## src/rtl/bram_stream_reader.sv

```systemverilog
// Burst reader for a 1-cycle-latency block RAM, streaming words out through a 2-entry skid buffer.
// Optional build macro BRAM_STREAM_READER_LAST_EN adds an o_last end-of-burst marker on the stream.
module bram_stream_reader #(
   parameter  int DATA_WIDTH = 32,
   parameter  int DEPTH      = 65536,
   localparam int AW         = $clog2(DEPTH),
   localparam int LW         = AW + 1
) (
   input  logic                  clk,
   input  logic                  rst_n,
   input  logic                  start,
   input  logic [AW-1:0]         base_addr,
   input  logic [LW-1:0]         length,
   output logic                  busy,
   output logic                  done,
   output logic [AW-1:0]         rd_addr,
   output logic                  rd_en,
   input  logic [DATA_WIDTH-1:0] rd_data,
   output logic [DATA_WIDTH-1:0] o_data,
   output logic                  o_valid,
`ifdef BRAM_STREAM_READER_LAST_EN
   output logic                  o_last,
`endif
   input  logic                  o_ready
);

   typedef enum logic [1:0] {
      S_IDLE,
      S_READ,
      S_DRAIN,
      S_DONE
   } state_t;

   state_t                  r_state;
   state_t                  w_state_next;
   logic [AW-1:0]           r_addr;
   logic [LW-1:0]           r_remain;
   logic                    r_inflight;
   logic                    r_inflight_last;
   logic [1:0]              r_count;
   logic                    r_wr_ptr;
   logic                    r_rd_ptr;
   logic [1:0]              w_occ;
   logic                    w_issue;
   logic                    w_push;
   logic                    w_pop;
   logic [AW-1:0]           w_addr_inc;
   logic [DATA_WIDTH-1:0]   w_head_data;
   logic                    w_head_last;

   // Occupancy counts the in-flight word too, so the skid buffer can never be overrun.
   assign w_occ      = r_count + {1'b0, r_inflight};
   assign w_push     = r_inflight;
   assign w_pop      = (r_count != 2'd0) && o_ready;
   assign w_addr_inc = (r_addr == AW'(DEPTH - 1)) ? '0 : r_addr + 1'b1;

   always_comb begin
      w_state_next = r_state;
      w_issue      = 1'b0;
      case (r_state)
         S_IDLE: begin
            if (start) begin
               w_state_next = (length == '0) ? S_DONE : S_READ;
            end
         end
         S_READ: begin
            w_issue = (w_occ < 2'd2) || ((w_occ == 2'd2) && w_pop);
            if (w_issue && (r_remain == LW'(1))) begin
               w_state_next = S_DRAIN;
            end
         end
         S_DRAIN: begin
            if (!r_inflight && (r_count == 2'd0)) begin
               w_state_next = S_DONE;
            end
         end
         S_DONE: begin
            w_state_next = S_IDLE;
         end
         default: begin
            w_state_next = S_IDLE;
         end
      endcase
   end

   always_ff @(posedge clk or negedge rst_n) begin
      if (!rst_n) begin
         r_state         <= S_IDLE;
         r_addr          <= '0;
         r_remain        <= '0;
         r_inflight      <= 1'b0;
         r_inflight_last <= 1'b0;
      end else begin
         r_state         <= w_state_next;
         r_inflight      <= w_issue;
         r_inflight_last <= w_issue && (r_remain == LW'(1));
         if ((r_state == S_IDLE) && start) begin
            r_addr   <= base_addr;
            r_remain <= length;
         end else if (w_issue) begin
            r_addr   <= w_addr_inc;
            r_remain <= r_remain - 1'b1;
         end
      end
   end

   // Skid buffer pointers and fill level; a push and pop in one cycle leave the count alone.
   always_ff @(posedge clk or negedge rst_n) begin
      if (!rst_n) begin
         r_count  <= 2'd0;
         r_wr_ptr <= 1'b0;
         r_rd_ptr <= 1'b0;
      end else begin
         if (w_push) begin
            r_wr_ptr <= ~r_wr_ptr;
         end
         if (w_pop) begin
            r_rd_ptr <= ~r_rd_ptr;
         end
         case ({w_push, w_pop})
            2'b10:   r_count <= r_count + 2'd1;
            2'b01:   r_count <= r_count - 2'd1;
            default: r_count <= r_count;
         endcase
      end
   end

   genvar gi;
   generate
      for (gi = 0; gi < 2; gi = gi + 1) begin : g_entry
         logic [DATA_WIDTH-1:0] r_word;
         logic                  r_last;
         always_ff @(posedge clk or negedge rst_n) begin
            if (!rst_n) begin
               r_word <= '0;
            end else if (w_push && (r_wr_ptr == 1'(gi))) begin
               r_word <= rd_data;
            end
         end
`ifdef BRAM_STREAM_READER_LAST_EN
         always_ff @(posedge clk or negedge rst_n) begin
            if (!rst_n) begin
               r_last <= 1'b0;
            end else if (w_push && (r_wr_ptr == 1'(gi))) begin
               r_last <= r_inflight_last;
            end
         end
`else
         assign r_last = 1'b0;
`endif
      end
   endgenerate

   assign w_head_data = r_rd_ptr ? g_entry[1].r_word : g_entry[0].r_word;
   assign w_head_last = r_rd_ptr ? g_entry[1].r_last : g_entry[0].r_last;

   assign o_data  = w_head_data;
   assign o_valid = (r_count != 2'd0);
`ifdef BRAM_STREAM_READER_LAST_EN
   assign o_last  = o_valid && w_head_last;
`else
   logic w_unused_last;
   assign w_unused_last = w_head_last ^ r_inflight_last;
`endif
   assign rd_en   = w_issue;
   assign rd_addr = r_addr;
   assign busy    = (r_state == S_READ) || (r_state == S_DRAIN);
   assign done    = (r_state == S_DONE);

endmodule

```

## config.mk

```make
export PLATFORM = sky130hd
export DESIGN_NAME = bram_stream_reader
export DESIGN_NICKNAME = d
export VERILOG_FILES = /design/src/rtl/bram_stream_reader.sv
export SDC_FILE = /design/constraint.sdc
export NUM_CORES = 1
export LEC_CHECK = 0
export CAP_MARGIN = 0
export CORE_ASPECT_RATIO = 0.7
export CORE_MARGIN = 10
export CORE_UTILIZATION = 45
export CTS_CLUSTER_SIZE = 10
export DETAILED_ROUTE_END_ITERATION = 8
export GPL_TIMING_DRIVEN = 0
export PLACE_DENSITY = 0.77
export SLEW_MARGIN = 20
export SYNTH_ARGS = -nofsm -noshare
export SYNTH_HDL_FRONTEND = slang
export SYNTH_SLANG_ARGS = --single-unit
```

## constraint.sdc

```tcl
create_clock -name clk -period 3.52 [get_ports clk]
set_input_delay 0.704 -clock clk [delete_from_list [all_inputs] [get_ports clk]]
set_output_delay 0.704 -clock clk [all_outputs]
set_load 0.01 [all_outputs]
```

==> metrics.md, run 1 <==
| Metric | Value |
|---|---|
| Synth area leader | dfrtp_1 |
| Leakage power | roughly 2.7 nW |
| Largest net degree at the start of global routing | 75 |
| FF-to-FF path depth | 7 |
| Cell Area, Synth | between 0.005 and 0.006 mm2 |
| Met1 GRT Util | between 10% and 20% |
| Post-synthesis sequential area ratio | about half |
| Synth Flop Type | dfrtp_1 |
| GR Overflow Total | 0 |
| CTS buffer count | 9 |
| Max FO, Critical Path | 13 |
| Cell Pwr Density | 948.7 mW/mm2 |
| Setup crit start | o_ready |
| Power Total | 6.473 mW |
| Synth cell count leaders | dfrtp_1, mux2_2, nand2_1 |
| Die height | between 100 and 150 um |
| Post-DP HPWL | between 10 and 15 mm |
| # diodes | 0 |
| EDFF count, synth | 0 |
| DR WL/cell | roughly 18 um |
| Number of library cell types mapped by synthesis | 43 |
| Fin. Hold Viols | 0 |
| Critical Path RT | around 2.8 ns |
| Post-Layout Inst Area | about 0.0068 mm2 |
| Ys Warns | 0 |
| Synth top area share | around 50% |
| Initial DRC Count | 222 |
| Syn Area/Cell | 11.75 um2 |
| Grt peak-use layer | met2 |
| GRT Overall Usage | 15.97% |
| Drt drc | 0 |
| Final Skew | 0.005923 ns |
| Die width | around 150 um |
| Die area | about 0.016 mm2 |
| Placed cells | roughly 700 |
| Vias per Instance | about 5.4 |
| Clock Sinks | 104 |
| First-pass GRT wire length | between 20 and 25 mm |
| Min-Delay Path Class | input port to asynchronous set/reset pin |
| Period utilization | a little under 100% |
| Most instantiated library cell after synthesis | dfrtp_1 |
| Starting Density | between 40% and 50% |
| Total iterations of the first detailed-routing run | 4 |
| Critical path endpoint | rd_en |
| Routability congestion estimate | between 0.8 and 0.9 |
| Reg-to-Reg Start | r_inflight$_DFF_PN0_ |
| Max-cap violations | 0 |
| Worst EP arrival | 2.71 ns |
| Crit path time final | about 3.4 ns |
| Routed WL | between 10 and 15 mm |
| Number of H-tree levels | 3 |
| Reg area | approximately 0.0026 mm2 |
| Achievable Freq | between 0.2 and 0.3 GHz |
| GRT met3 Usage | 4.512% |
| Postcts setup bufs | 0 |
| Synth async-reset ratio | 100.0% |
| R2R Path End | r_remain[15]$_DFFE_PN0P_ |
| Area grow syn2layout | 34.08% |
| Final nets | 643 |
| Port Buffers | 120 |
| Worst-path clk slew | approximately 0.070 ns |
| Post-route insts no fill | a little over 700 |
| Io pins | between 100 and 150 |
| Final setup fails | 0 |
| Worst setup EP type | output port |
| Vias in the first global route | roughly 4,200 |
| Top cells by area, synth | dfrtp_1, mux2_2, ha_1 |
| Post-Syn Nets | around 500 |
| Worst setup SP type | input port |
| Slew at the pin closest to its max-slew limit | approximately 0.67 ns |
| Status | finished clean |
| # fillers | between 900 and 1,000 |
| Multi-input gate area | roughly 0.0024 mm2 |
| TritonCTS clock tree | done |
| RSZ-0062 raised after global routing | no |
| Share of cells above drive strength 1 | 21.30% |
| Vias | between 3,000 and 4,000 |
| Placed cell area | ~0.0065 mm2 |
| Yosys reg bits | around 100 |
| Rel. slew slack | between 50% and 60% |
| Longest Clk Path Bufs | 2 |
| Worst skew pair latency | roughly 0.33 ns |
| Hold Buf Count CTS | 0 |
| Final ANT Viol Nets | 0 |
| Reg2Reg Setup Slack | 0.85 ns |
| Worst Path Class, Setup | input port to output port |
| GRT met2 Usage | between 20% and 30% |
| CTS root buf | clkbuf_16 |
| Fin. max-slew vios | 0 |
| Initial antenna violation count | 0 |
| Row count | 32 |
| CORE AREA | about 0.011 mm2 |
| Fin util | about three fifths |
| Number of cells produced by synthesis | 433 |
| Peak supply drop | between 500 and 600 uV |
| Cts repair resizes | 1 |
worst min-delay path by stage:
stage	from	end	slack (ns)	depth (start not counted)
finish	rst_n	rd_addr[11]$_DFFE_PN0P_	0.24	1
CTS	rst_n	rd_addr[11]$_DFFE_PN0P_	0.24	1
global route	rst_n	rd_addr[13]$_DFFE_PN0P_	0.25	1
detailed placement	g_entry[1].r_word[29]$_DFFE_PN0P_	g_entry[1].r_word[29]$_DFFE_PN0P_	0.49	1
floorplan	rst_n	g_entry[0].r_word[0]$_DFFE_PN0P_	0.41	0
global placement	r_wr_ptr$_DFFE_PN0P_	r_wr_ptr$_DFFE_PN0P_	0.48	1
state kept, by name, indices dropped and copies added (netlist names):
| register | flops |
|---|---|
| g_entry.r_word | 64 |
| r_remain | 17 |
| rd_addr | 16 |
| r_count | 2 |
| r_state | 2 |
| r_inflight | 1 |
| r_rd_ptr | 1 |
| r_wr_ptr | 1 |
layer usage:
metal  routed length, um  vias up
met3                 774        4
met5                   0        -
li1                    -     1833
met1                5830     1945
met2                6485      122
met4                  62        0
cell usage in the layout, fill, tap and decap left out, drive strengths merged, types with 2 or more instances in the layout:
cell and instances:
a21o 4, a21oi 5, a221o 6, a22oi 2, a31oi 3, a32oi 2, and2 2, buf 6
bufinv 2, clkbuf 24, clkdlybuf4s50 119, dfrtp 104, ha 10, inv 10, mux2 96, nand2 31
nand2b 4, nand3 16, nand4 5, nor2 19, nor3 10, nor4 12, o21ai 22, o311ai 2
o41ai 3, or2 3, or3 5, or3b 2, or4 7, xnor2 12, xor2 9
report_power, final:
part,switching (mW),internal [mW],total (mW)
Clock,0.422,0.621,1.04
Combinational,1.40,1.78,3.18
Sequential,0.445,1.81,2.25
through the flow:
step           setup TNS [ns]  setup WS, ns  hold WS [ns]
3_3_place_gp          -215.00        -2.077        0.4756
3_5_place_dp          -0.3174       -0.3174        0.4873
5_1_grt                     0       0.02466        0.2499
6_report                    0        0.1096        0.2438
4_1_cts                     0        0.1194        0.2438
2_1_floorplan               0         1.191        0.4084
layout make-up:
type / instances / area share, %
buffer: 18 / 1.009
clock buffer: 10 / 3.356
clock inverter: 5 / 1.192
inverter: 9 / 0.4951
multi-input combinational: 301 / 34.97
sequential: 104 / 38.14
tap: 153 / 2.806
timing repair buffer: 121 / 18.03
worst max-delay path, cell delays in order:
cell	delay, ns
clkdlybuf4s50_1	0.50
nor2b_1	0.21
o221ai_2	0.22
inv_1	0.42
clkdlybuf4s50_1	0.64
kinds of logic after synthesis:
kind of cell | after synthesis | share of synthesized area, %
flops | 104 | 51.14
compound gates | 54 | 7.229
buf+inv | 28 | 2.090
mux | 97 | 21.44
simple gates | 119 | 12.02
fa+ha+maj | 10 | 2.459
xor+xnor | 21 | 3.615
(Power assumes the default switching activity.)
==> inputs of run 2 (changes only) <==
--- a/config.mk
+++ b/config.mk
@@ -6,13 +6,15 @@
 export NUM_CORES = 1
 export LEC_CHECK = 0
 export CAP_MARGIN = 0
+export CELL_PAD_IN_SITES_DETAIL_PLACEMENT = 0
+export CELL_PAD_IN_SITES_GLOBAL_PLACEMENT = 1
 export CORE_ASPECT_RATIO = 0.7
-export CORE_MARGIN = 10
-export CORE_UTILIZATION = 45
+export CORE_MARGIN = 5
+export CORE_UTILIZATION = 42
 export CTS_CLUSTER_SIZE = 10
 export DETAILED_ROUTE_END_ITERATION = 8
 export GPL_TIMING_DRIVEN = 0
-export PLACE_DENSITY = 0.77
+export PLACE_DENSITY = 0.89
 export SLEW_MARGIN = 20
 export SYNTH_ARGS = -nofsm -noshare
 export SYNTH_HDL_FRONTEND = slang
==> metrics.md, run 2 (synthesized netlist as in run 1, its figures left out) <==
| Metric | Value |
|---|---|
| Pre-CTS setup slack | -0.3849 ns (was -0.3174 ns) |
| Vias per Instance | 5.339 (was 5.415) |
| Share of cells above drive strength 1 | 21.27% (was 21.30%) |
| Die width | 141.6 um (was 147.1 um) |
| Vias in the first global route | 4,105 (was 4,187) |
| CP most frequent cell | clkdlybuf4s50_1 (unchanged) |
| Worst setup SP type | input port (unchanged) |
| Period utilization | 98.47% (was 96.89%) |
| Worst setup EP type | output port (unchanged) |
| Status | finished clean (unchanged) |
| Buf+Inv Stages, Crit Path | 3 (unchanged) |
| Crit path time final | 3.466 ns (was 3.410 ns) |
| Die height | 102.1 um (was 109.0 um) |
| Critical Path RT | 2.82 ns (about the same) |
| GR Overflow Total | 0 (unchanged) |
| Die area | 0.01445 mm2 (was 0.01603 mm2) |
| Starting Density | 43.24% (was 46.05%) |
| Post-route insts no fill | 726 (was 721) |
| Setup TNS | 0 ns (unchanged) |
| Vias | 3,876 (was 3,904) |
| Post-Layout Inst Area | 0.006794 mm2 (was 0.006823 mm2) |
| Total iterations of the first detailed-routing run | 4 (unchanged) |
| Hold Buf Count CTS | 0 (unchanged) |
| Min-Delay Path Class | input port to asynchronous set/reset pin (unchanged) |
| Post-DP HPWL | 9.667 mm (was 10.17 mm) |
| Critical Path, Cell by Cell | clkdlybuf4s50_1 -> nor2b_1 -> o221ai_2 -> inv_1 -> clkdlybuf4s50_1 (unchanged) |
| Worst-path clk slew | 0.07 ns (about the same) |
| Peak supply drop | 412.7 uV (was 501.5 uV) |
| Critical path's slowest cell | clkdlybuf4s50_1 (unchanged) |
| CTS buffer count | 9 (unchanged) |
| Final Skew | 0.007873 ns (was 0.005923 ns) |
| Leading cell type in the layout, fill and taps excluded | clkdlybuf4s50_1 (unchanged) |
| TritonCTS clock tree | done (unchanged) |
| CP max stage delay | 0.64 ns (about the same) |
| Cts repair resizes | 1 (unchanged) |
| Fin util | 57.74% (was 61.74%) |
| RSZ-0062 raised after global routing | no (unchanged) |
| Routed WL | 12.79 mm (was 13.15 mm) |
| GRT Overall Usage | 17.96% (was 15.97%) |
| # fillers | 996 (was 907) |
| Number of H-tree levels | 3 (unchanged) |
| First-pass GRT wire length | 20.70 mm (was 20.96 mm) |
| Initial antenna violation count | 0 (unchanged) |
| Final nets | 643 (unchanged) |
| Placed cells | 711 (was 707) |
| Leakage power | 2.664 nW (was 2.680 nW) |
| Largest net degree at the start of global routing | 78 (was 75) |
| Area grow syn2layout | 33.51% (was 34.08%) |
| Clock Sinks | 104 (unchanged) |
| Most frequent cells in the layout | clkdlybuf4s50_1, dfrtp_1, mux2_2 (unchanged) |
| Final setup fails | 0 (unchanged) |
| Port Buffers | 120 (unchanged) |
| CTS root buf | clkbuf_16 (unchanged) |
| Fin. Hold Viols | 0 (unchanged) |
| Drt drc | 0 (unchanged) |
| Max FO, Critical Path | 13 (unchanged) |
| Achievable Freq | 0.2885 GHz (was 0.2932 GHz) |
| Postcts setup bufs | 0 (unchanged) |
| Max reg flops | 64 (unchanged) |
| DR WL/cell | 17.61 um (was 18.24 um) |
| CORE AREA | 0.01177 mm2 (was 0.01105 mm2) |
| Biggest register | g_entry.r_word (unchanged) |
| Worst EP arrival | 2.76 ns (was 2.71 ns) |
| Worst Path Class, Setup | input port to output port (unchanged) |
| Final ANT Viol Nets | 0 (unchanged) |
| Longest Clk Path Bufs | 2 (unchanged) |
| Worst skew pair latency | 0.34 ns (was 0.33 ns) |
| Initial DRC Count | 143 (was 222) |
| Placed cell area | 0.006515 mm2 (was 0.006510 mm2) |
| Io pins | 121 (unchanged) |
| Rel. slew slack | 56.05% (was 54.98%) |
| # diodes | 0 (unchanged) |
| Delay-heaviest family, CP | buffers and inverters (unchanged) |
| Max-cap violations | 0 (unchanged) |
| Row count | 33 (was 32) |
| Cell Pwr Density | 932.2 mW/mm2 (was 948.7 mW/mm2) |
| Fin. max-slew vios | 0 (unchanged) |
| Final setup margin | 0.05387 ns (was 0.1096 ns) |
| Slew at the pin closest to its max-slew limit | 0.6593 ns (was 0.6701 ns) |
| Routability congestion estimate | 0.8466 (was 0.8774) |
[run 2: cell type report]
class | instances | area [um2] | area share (%)
Buffer | 18 | 68.82 | 1.013
Clock buffer | 12 | 246.5 | 3.628
Clock inverter | 4 | 30.03 | 0.4420
Inverter | 9 | 33.78 | 0.4972
Multi-Input combinational cell | 301 | 2386 | 35.12
Sequential cell | 104 | 2603 | 38.31
Tap cell | 157 | 196.4 | 2.891
Timing Repair Buffer | 121 | 1230 | 18.10
[run 2: path summary, 6_finish.rpt]
check | from | end | slack, ns | cells after the start
worst max-delay path | o_ready | rd_en | 0.05 | 5
worst min-delay path | rst_n | rd_addr[12]$_DFFE_PN0P_ | 0.22 | 1
worst max register to register | r_inflight$_DFF_PN0_ | r_remain[15]$_DFFE_PN0P_ | 0.85 | 7
worst min register to register | r_wr_ptr$_DFFE_PN0P_ | r_wr_ptr$_DFFE_PN0P_ | 0.50 | 1
max in group asynchronous | rst_n | r_remain[12]$_DFFE_PN0P_ | 2.62 | 2
min in group clk | r_wr_ptr$_DFFE_PN0P_ | r_wr_ptr$_DFFE_PN0P_ | 0.50 | 1
[run 2: worst reg2reg max path, cell delays in order (launching register included)]
cell and delay, ns:
dfrtp_1 0.44, ha_1 0.33, and3b_1 0.26, o221ai_2 0.21, inv_1 0.43, nand3_1 0.27
or4_1 0.46, a31oi_1 0.18
[run 2: through the flow]
| step | power (mW) | hold WS, ns |
|---|---|---|
| global route | 6.762 | 0.2278 |
| detailed placement | 5.440 | 0.4810 |
| global placement | 5.319 | 0.4754 |
| CTS | 6.405 | 0.2178 |
| floorplan | 4.025 | 0.4084 |
| finish | 6.334 | 0.2236 |
[run 2: routing by layer]
layer  track usage, %  up-vias  part of all wire (%)
met5                0        -                     0
met2            29.86       93                    48
met1            24.58     1928                    46
met4            3.466        0                  0.78
li1                 -     1845                     -
met3            4.022       10                   4.7
[run 2: power by group]
group	internal (mW)	total, mW	switching (mW)
clock network	0.501	0.929	0.428
logic	1.78	3.15	1.37
registers	1.81	2.26	0.449
total	4.09	6.33	2.25
==> inputs of run 3 (changes only) <==
--- a/config.mk
+++ b/config.mk
@@ -13,9 +13,10 @@
 export CORE_UTILIZATION = 42
 export CTS_CLUSTER_SIZE = 10
 export DETAILED_ROUTE_END_ITERATION = 8
+export GPL_ROUTABILITY_DRIVEN = 0
 export GPL_TIMING_DRIVEN = 0
 export PLACE_DENSITY = 0.89
-export SLEW_MARGIN = 20
+export REMOVE_ABC_BUFFERS = 1
 export SYNTH_ARGS = -nofsm -noshare
 export SYNTH_HDL_FRONTEND = slang
 export SYNTH_SLANG_ARGS = --single-unit
==> metrics.md, run 3 (synthesized netlist as in run 1, its figures left out) <==
| Metric | Value |
|---|---|
| Critical Path, Cell by Cell | clkdlybuf4s50_1 -> and3b_1 -> o221ai_4 -> clkinvlp_4 -> clkdlybuf4s50_1 (was clkdlybuf4s50_1 -> nor2b_1 -> o221ai_2 -> inv_1 -> clkdlybuf4s50_1) |
| Io pins | 121 (unchanged) |
| GRT Overall Usage | 17.21% (was 17.96%) |
| Worst Path Class, Setup | input port to output port (unchanged) |
| Final ANT Viol Nets | 0 (unchanged) |
| Critical path's slowest cell | o221ai_4 (was clkdlybuf4s50_1) |
| Vias in the first global route | 4,064 (was 4,105) |
| Die height | 102.1 um (unchanged) |
| Vias per Instance | 5.331 (was 5.339) |
| Initial antenna violation count | 0 (unchanged) |
| Worst setup SP type | input port (unchanged) |
| Die width | 141.6 um (unchanged) |
| Total iterations of the first detailed-routing run | 4 (unchanged) |
| Share of cells above drive strength 1 | 23.15% (was 21.27%) |
| DR WL/cell | 17.20 um (was 17.61 um) |
| Vias | 3,785 (was 3,876) |
| Drt drc | 0 (unchanged) |
| Worst-path clk slew | 0.07 ns (about the same) |
| Fin. Hold Viols | 0 (unchanged) |
| Max-cap violations | 0 (unchanged) |
| Met1 GRT Util | 23.44% (was 24.58%) |
| Number of H-tree levels | 3 (unchanged) |
| WHS | 0.3996 ns (was 0.2236 ns) |
| CORE AREA | 0.01177 mm2 (unchanged) |
| Longest Clk Path Bufs | 2 (unchanged) |
| Worst EP arrival | 2.64 ns (was 2.76 ns) |
| Post-DP HPWL | 8.645 mm (was 9.667 mm) |
| Grt peak-use layer | met2 (unchanged) |
| Max reg flops | 64 (unchanged) |
| First-pass GRT wire length | 20.02 mm (was 20.70 mm) |
| Status | finished clean (unchanged) |
| Worst setup EP type | output port (unchanged) |
| Final setup margin | 0.1807 ns (was 0.05387 ns) |
| # diodes | 0 (unchanged) |
| Starting Density | 43.24% (unchanged) |
| Min-Delay Path Class | input port to asynchronous set/reset pin (unchanged) |
| Period utilization | 94.87% (was 98.47%) |
| Biggest register | g_entry.r_word (unchanged) |
| RSZ-0062 raised after global routing | no (unchanged) |
| Cell Pwr Density | 932.8 mW/mm2 (was 932.2 mW/mm2) |
| GRT met2 Usage | 28.33% (was 29.86%) |
| Pre-CTS setup slack | -0.8061 ns (was -0.3849 ns) |
| # fillers | 977 (was 996) |
| Max FO, Critical Path | 16 (was 13) |
| CTS root buf | clkbuf_16 (unchanged) |
| Achievable Freq | 0.2995 GHz (was 0.2885 GHz) |
| CP most frequent cell | clkdlybuf4s50_1 (unchanged) |
| TritonCTS clock tree | done (unchanged) |
| Clock Sinks | 104 (unchanged) |
| Leakage power | 2.655 nW (was 2.664 nW) |
| Critical Path RT | 2.82 ns (about the same) |
| Leading cell type in the layout, fill and taps excluded | clkdlybuf4s50_1 (unchanged) |
| CTS buffer count | 9 (unchanged) |
| Initial DRC Count | 165 (was 143) |
| Row count | 33 (unchanged) |
| Routed WL | 12.22 mm (was 12.79 mm) |
| Die area | 0.01445 mm2 (unchanged) |
| CP max stage delay | 0.52 ns (was 0.64 ns) |
| GR Overflow Total | 0 (unchanged) |
| Crit path time final | 3.339 ns (was 3.466 ns) |
| Largest net degree at the start of global routing | 54 (was 78) |
| Final nets | 628 (was 643) |
| Fin. max-slew vios | 0 (unchanged) |
| Peak supply drop | 461.2 uV (was 412.7 uV) |
| GRT met3 Usage | 4.163% (was 4.022%) |
| Port Buffers | 120 (unchanged) |
| Area grow syn2layout | 33.71% (was 33.51%) |
| Rel. slew slack | 43.60% (was 56.05%) |
| Most frequent cells in the layout | clkdlybuf4s50_1, dfrtp_1, mux2_2 (unchanged) |
| Worst skew pair latency | 0.34 ns (about the same) |
| Slew at the pin closest to its max-slew limit | 0.8461 ns (was 0.6593 ns) |
| Final Skew | 0.007395 ns (was 0.007873 ns) |
| Final setup fails | 0 (unchanged) |
[run 3: cell count changes in the layout (fill, tap and decap cells not counted), sizes merged]
cell      change
inv           +1
clkinv        -2
clkinvlp      +3
clkbuf       -17
buf           -1
[run 3: final cells by class]
class | instances | area [um2] | share of cell area (%)
sequential | 104 | 2604 | 38.27
timing repair buffer | 124 | 1281 | 18.83
inverter | 9 | 37.54 | 0.5517
clock inverter | 6 | 53.80 | 0.7907
tap | 157 | 196.4 | 2.887
multi-input combinational | 301 | 2406 | 35.36
clock buffer | 9 | 225.2 | 3.310
[run 3: metal layers]
metal / share of wire [%] / vias up
li1: - / 1811
met1: 47 / 1880
met2: 48 / 92
met3: 4.7 / 2
met4: 0.20 / 0
met5: 0 / -
[run 3: power breakdown]
part           switching, mW  internal, mW
sequential             0.523          1.81
clock                  0.460         0.487
combinational           1.27          1.80
[run 3: worst paths after layout]
path	from	to	slack [ns]	cells past startpoint
setup / recovery	o_ready	rd_en	0.18	5
hold / removal	rst_n	r_state[1]$_DFFE_PN0P_	0.40	1
setup reg to reg	r_count[0]$_DFFE_PN0P_	rd_addr[9]$_DFFE_PN0P_	0.77	8
hold reg to reg	g_entry[1].r_word[31]$_DFFE_PN0P_	g_entry[1].r_word[31]$_DFFE_PN0P_	0.50	1
max in group asynchronous	rst_n	rd_addr[9]$_DFFE_PN0P_	2.42	2
min in group clk	g_entry[1].r_word[31]$_DFFE_PN0P_	g_entry[1].r_word[31]$_DFFE_PN0P_	0.50	1
[run 3: critical path, delay by kind of cell]
| kind | cells | cell delay [ns] |
|---|---|---|
| AO/OA/AOI/OAI | 1 | 0.52 |
| buffers and inverters | 3 | 1.18 |
| AND/OR/NAND/NOR | 1 | 0.22 |
[run 3: through the flow]
step	instance area (um2)	TNS (ns)	instances	utilization, %	total power [mW]
floorplan	5016	0	414	-	3.986
global placement	6414	-223.09	691	54.50	5.244
detailed placement	6495	-4.804	694	55.19	5.400
CTS	6803	0	710	57.81	6.426
global route	6804	0	710	57.82	6.779
finish	6804	0	710	57.82	6.347
[run 3: timing repair]
item,in CTS,in global routing
gates resized for setup,3,0
buffers inserted,1,0
setup endpoints to repair,7,0
hold buffers,0,0
